==> config.mk <==
export PLATFORM = sky130hd
export DESIGN_NAME = pio_irq_service_master
export DESIGN_NICKNAME = d
export VERILOG_FILES = /design/src/rtl/pio_irq_service_master_pkg.sv /design/src/rtl/pio_irq_service_master.sv
export SDC_FILE = /design/constraint.sdc
export NUM_CORES = 1
export LEC_CHECK = 0
export CAP_MARGIN = 40
export CORE_MARGIN = 5
export CORE_UTILIZATION = 30
export DETAILED_ROUTE_END_ITERATION = 10
export PLACE_DENSITY = 0.68
export SYNTH_ARGS = -nofsm -noshare
export SYNTH_HDL_FRONTEND = slang
export SYNTH_SLANG_ARGS = --single-unit
==> constraint.sdc <==
create_clock -name clk -period 2.1 [get_ports clk]
set_input_delay 0.42 -clock clk [delete_from_list [all_inputs] [get_ports clk]]
set_output_delay 0.42 -clock clk [all_outputs]
set_load 0.05 [all_outputs]
==> src/rtl/pio_irq_service_master_pkg.sv <==
// Shared definitions for the PIO edge-capture service master:
// register offsets and FSM state encoding.
package pio_irq_service_master_pkg;

  localparam logic [2:0] REG_DATA = 3'd0;
  localparam logic [2:0] REG_MASK = 3'd2;
  localparam logic [2:0] REG_EDGE = 3'd3;
  localparam logic [2:0] REG_SET  = 3'd4;
  localparam logic [2:0] REG_CLR  = 3'd5;

  typedef enum logic [2:0] {
    INIT_MASK,
    CLR_ALL,
    HOLDOFF,
    WAIT_IRQ,
    RD_CAP,
    RD_WAIT,
    CLR_CAP,
    PUSH
  } state_t;

endpackage

==> src/rtl/pio_irq_service_master.sv <==
// Avalon-MM host that masks, reads and clears an edge-capture PIO
// and forwards each captured word as one event on a valid/ready stream.
module pio_irq_service_master
  import pio_irq_service_master_pkg::*;
#(
  parameter int DATA_W       = 32,
  parameter int READ_LATENCY = 1,
  parameter int IRQ_HOLDOFF  = 2
) (
  input  logic              clk,
  input  logic              reset_n,
  input  logic [DATA_W-1:0] cfg_mask,
  input  logic              cfg_mask_upd,
  input  logic              irq,
  output logic [2:0]        avm_address,
  output logic              avm_chipselect,
  output logic              avm_write_n,
  output logic [DATA_W-1:0] avm_writedata,
  input  logic [DATA_W-1:0] avm_readdata,
  output logic              evt_valid,
  input  logic              evt_ready,
  output logic [DATA_W-1:0] evt_data,
  output logic [15:0]       evt_count,
  output logic              busy
);

  localparam logic [3:0] HOLD_LOAD = 4'(IRQ_HOLDOFF - 1);
  localparam logic [3:0] RD_LOAD   = 4'(READ_LATENCY);

  state_t state, state_n;
  logic [3:0]        cnt, cnt_n;
  logic              pending, pending_n;
  logic [DATA_W-1:0] cap, cap_n;
  logic [2:0]        address_n;
  logic              cs_n, wr_n_n;
  logic [DATA_W-1:0] wd_n;
  logic              evt_valid_n;
  logic [DATA_W-1:0] evt_data_n;
  logic [15:0]       evt_count_n;
  logic              busy_n;

  always_ff @(posedge clk) begin
    if (!reset_n) begin
      state          <= INIT_MASK;
      cnt            <= '0;
      pending        <= 1'b0;
      cap            <= '0;
      avm_address    <= '0;
      avm_chipselect <= 1'b0;
      avm_write_n    <= 1'b1;
      avm_writedata  <= '0;
      evt_valid      <= 1'b0;
      evt_data       <= '0;
      evt_count      <= '0;
      busy           <= 1'b1;
    end else begin
      state          <= state_n;
      cnt            <= cnt_n;
      pending        <= pending_n;
      cap            <= cap_n;
      avm_address    <= address_n;
      avm_chipselect <= cs_n;
      avm_write_n    <= wr_n_n;
      avm_writedata  <= wd_n;
      evt_valid      <= evt_valid_n;
      evt_data       <= evt_data_n;
      evt_count      <= evt_count_n;
      busy           <= busy_n;
    end
  end

  always_comb begin
    state_n     = state;
    cnt_n       = cnt;
    pending_n   = pending | (cfg_mask_upd && state != WAIT_IRQ);
    cap_n       = cap;
    address_n   = '0;
    cs_n        = 1'b0;
    wr_n_n      = 1'b1;
    wd_n        = '0;
    evt_valid_n = evt_valid;
    evt_data_n  = evt_data;
    evt_count_n = evt_count;
    unique case (state)
      INIT_MASK: begin
        cs_n      = 1'b1;
        wr_n_n    = 1'b0;
        address_n = REG_MASK;
        wd_n      = cfg_mask;
        pending_n = 1'b0;
        state_n   = CLR_ALL;
      end
      CLR_ALL: begin
        cs_n      = 1'b1;
        wr_n_n    = 1'b0;
        address_n = REG_EDGE;
        wd_n      = '1;
        cnt_n     = HOLD_LOAD;
        state_n   = HOLDOFF;
      end
      HOLDOFF: begin
        if (cnt == 4'd0) state_n = WAIT_IRQ;
        else             cnt_n   = cnt - 4'd1;
      end
      WAIT_IRQ: begin
        // a mask rewrite takes priority over servicing irq
        if (pending || cfg_mask_upd) state_n = INIT_MASK;
        else if (irq)                state_n = RD_CAP;
      end
      RD_CAP: begin
        cs_n      = 1'b1;
        address_n = REG_EDGE;
        cnt_n     = RD_LOAD;
        state_n   = RD_WAIT;
      end
      RD_WAIT: begin
        if (cnt != 4'd0) begin
          cnt_n = cnt - 4'd1;
        end else begin
          cap_n = avm_readdata;
          if (avm_readdata == '0) begin
            cnt_n   = HOLD_LOAD;
            state_n = HOLDOFF;
          end else begin
            state_n = CLR_CAP;
          end
        end
      end
      CLR_CAP: begin
        // re-arm the PIO before the consumer sees the event
        cs_n        = 1'b1;
        wr_n_n      = 1'b0;
        address_n   = REG_EDGE;
        wd_n        = cap;
        evt_valid_n = 1'b1;
        evt_data_n  = cap;
        state_n     = PUSH;
      end
      PUSH: begin
        if (evt_ready) begin
          evt_valid_n = 1'b0;
          evt_count_n = evt_count + 16'd1;
          cnt_n       = HOLD_LOAD;
          state_n     = HOLDOFF;
        end
      end
      default: state_n = INIT_MASK;
    endcase
    busy_n = (state_n != WAIT_IRQ);
  end

endmodule

==> results_dict.tcl <==
set metrics [dict create \
    status "finished, final reports clean" \
    pin_count 156 \
    cts_buffers 17 \
    slew_headroom 0.618 \
    cts_tree "yes" \
    antenna_found_initial 0 \
    setup_violations 0 \
    rows 47 \
    overflow 0 \
    drt-initial-drc-count 169 \
    synth_area_leader_cell "dfxtp_1" \
    drive_above_1_share 0.109 \
    synth_compound_area_frac 0.219 \
    synthTopCellsByArea "dfxtp_1 (51%), a21boi_0 (15%), nand2_1 (11%)" \
    setup_tns_ps 0 \
    grt_pass1_wl_um 22900 \
    die_x_um 138 \
    fin_crit_sh 0.973 \
    detail-route-antenna-nets 0 \
    instances_no_fill 961 \
    fmax_ghz 0.489 \
    clkLatencyLatePin_ps 410 \
    diodes 0 \
    cts.sinks 126 \
    min_path_type "input port to flop" \
    ys_async_sr_fraction 0 \
    synth-adder-area-share 0.00507 \
    grt_max_degree 52 \
    worstMarginPinSlew_ps 570 \
    finalClockSkew_ps 5.62 \
    hold_path_depth 3 \
    setup.worst_path.end_class "output pin" \
    drc 0 \
    postSynthAreaPerCell_um2 8.82 \
    cts_hold_buffers 0 \
    cp_slowest_stage_delay_ps 830 \
    dp.cells 928 \
    critPathTopFamily "buffers and inverters" \
    hold_end "cap[24]" \
    yosysSeqAreaShare 0.511 \
    port_buffers 154 \
    nFillCells 1652 \
    drt_wl_total_um 14100 \
    power_w 0.00690 \
    die_y_um 138 \
    maxSlewViolCount 0 \
    htree_num_levels 4 \
    fin_nets 799 \
    syn-cell-area_mm2 0.00494 \
    maxCapViolations 0 \
    clockBufferDepth 2 \
    crit_path_max_fanout 5 \
    synth-edff-count 0 \
    muxShareOfSynthArea 0.00203 \
    routabilityCongestion 0.743 \
    avgViaCountPerCell 4.57 \
    vdd_drop_max_mv 0.583 \
    synthSimpleGateAreaFrac 0.200 \
    drt_pass1_iterations 5 \
    rrSetupSlack_ps 120 \
    wire_per_inst_um 14.7 \
    yosysMostFrequentCell "nand2_1" \
    start_kind "flop" \
    synth_top_family_by_area "compound AO/OA/AOI/OAI gates" \
    cp.required_ps 1680 \
    die_area_mm2 0.0191 \
    crit_arrival_ps 1620 \
    synthFlopType "dfxtp_1" \
    path_buf_inv 1 \
    ff2ff_path_depth 7 \
    yosysWarnings 0 \
    synthTopCellsByCount "nand2_1 (142), dfxtp_1 (126), a21boi_0 (100)" \
    grt_use_total 0.149 \
    synth_xor_area_frac 0.0248 \
    worst_path_max_delay_cell "clkdlybuf4s50_1" \
    first_global_vias 4264 \
    path_clk_slew_ps 60 \
    power_density_mw_per_mm2 916 \
    start_util 0.302 \
    synth_seq_cells 126 \
    hold_viol_final 0 \
    core_mm2 0.0163 \
    path_cells "clkdlybuf4s50_1" \
    r2r_start "cnt[1]" \
    area_growth_pct 52.4 \
    crit_type "flop to output pin" \
    synthCells 560 \
    hpwlAfterDp_um 10200 \
    hold_start "avm_readdata[24]" \
    r2r-end "busy" \
    syn_nets 631 \
    root_buffer "clkbuf_16" \
    leakage_nw 2.76 \
    synth_cell_types 46 \
    vias 4396 \
    synth.top_cell.area_share 0.511 \
    fin_crit_ps 2040 \
]
[report_power, final]
part           internal, W  switching (W)
registers          0.00253      0.0000605
clock network      0.00193        0.00108
logic             0.000517       0.000783
total              0.00498        0.00192
[how the worst max path moves through the flow]
stage,startpoint,to,depth (start not counted)
6_report,evt_count[2],evt_count[2],1
5_1_grt,avm_readdata[16],busy,6
4_1_cts,evt_count[4],evt_count[4],1
3_5_place_dp,avm_readdata[24],busy,7
3_3_place_gp,avm_readdata[24],busy,7
2_1_floorplan,evt_count[0],evt_count[12],6
[registers in the layout, summed over array words and instances (netlist names)]
signal / cells
pending: 1
avm_write_n: 1
avm_chipselect: 1
avm_address: 2
busy: 1
cap: 32
state: 3
avm_writedata: 32
evt_valid: 1
cnt: 4
evt_data: 32
evt_count: 16
[per-stage QoR]
step                      area (um^2)   util  hold slack, ps  worst slack, ps
after floorplan                  4940      -             444              172
after global placement           6870  0.420             449             -590
after detailed placement         6870  0.420             456             -565
after CTS                        7490  0.458             345             3.15
after global routing             7530  0.460             371            -2.55
final                            7530  0.460             353             56.3
[routing by layer]
| layer | part of all wire | GRT usage |
|---|---|---|
| met1 | 0.45 | 0.182 |
| met4 | 0.015 | 0.0577 |
| met3 | 0.073 | 0.0580 |
| met5 | 0 | 0 |
| met2 | 0.46 | 0.238 |
[cell families (layout without fill, tap and decap cells)]
kind of cell,after synthesis,count (layout)
AND/OR/NAND/NOR,213,213
other,1,1
flip-flops,126,126
multiplexers,1,1
adder cells (fa/ha/maj),2,2
buffers and inverters,44,225
XOR/XNOR,14,14
AO/OA/AOI/OAI,159,159
[layout make-up]
cell class                      instances  area (um^2)  area share
Sequential cell                       126         2520       0.335
Clock buffer                           19          453      0.0602
Tap cell                              220          275      0.0366
Inverter                                5         18.8     0.00249
Clock inverter                         13          164      0.0218
Timing Repair Buffer                  188         1830       0.243
Multi-Input combinational cell        390         2260       0.301
[placed cells by master, fill, tap and decap left out, types with 5 or more instances in the layout]
| cell type | count |
|---|---|
| nor2b_1 | 5 |
| clkinvlp_4 | 5 |
| nand2_1 | 142 |
| dlymetal6s2s_1 | 6 |
| clkbuf_16 | 17 |
| nand3_1 | 9 |
| buf_4 | 32 |
| and2_1 | 14 |
| nand4_1 | 5 |
| xor2_1 | 5 |
| nor2_1 | 6 |
| clkdlybuf4s50_1 | 143 |
| o21ai_0 | 43 |
| dfxtp_1 | 124 |
| nor4_1 | 8 |
| a21boi_0 | 100 |
| xnor2_1 | 9 |
[timing repair]
| item | in CTS | in global routing |
|---|---|---|
| hold endpoints to repair | 0 | 0 |
| gates resized for setup | 5 | 11 |
| buffers inserted | 0 | 1 |
| pin swaps | 2 | 4 |
| endpoints found under the setup margin | 3 | 10 |
Note: power is estimated with default switching activity, not from simulation.
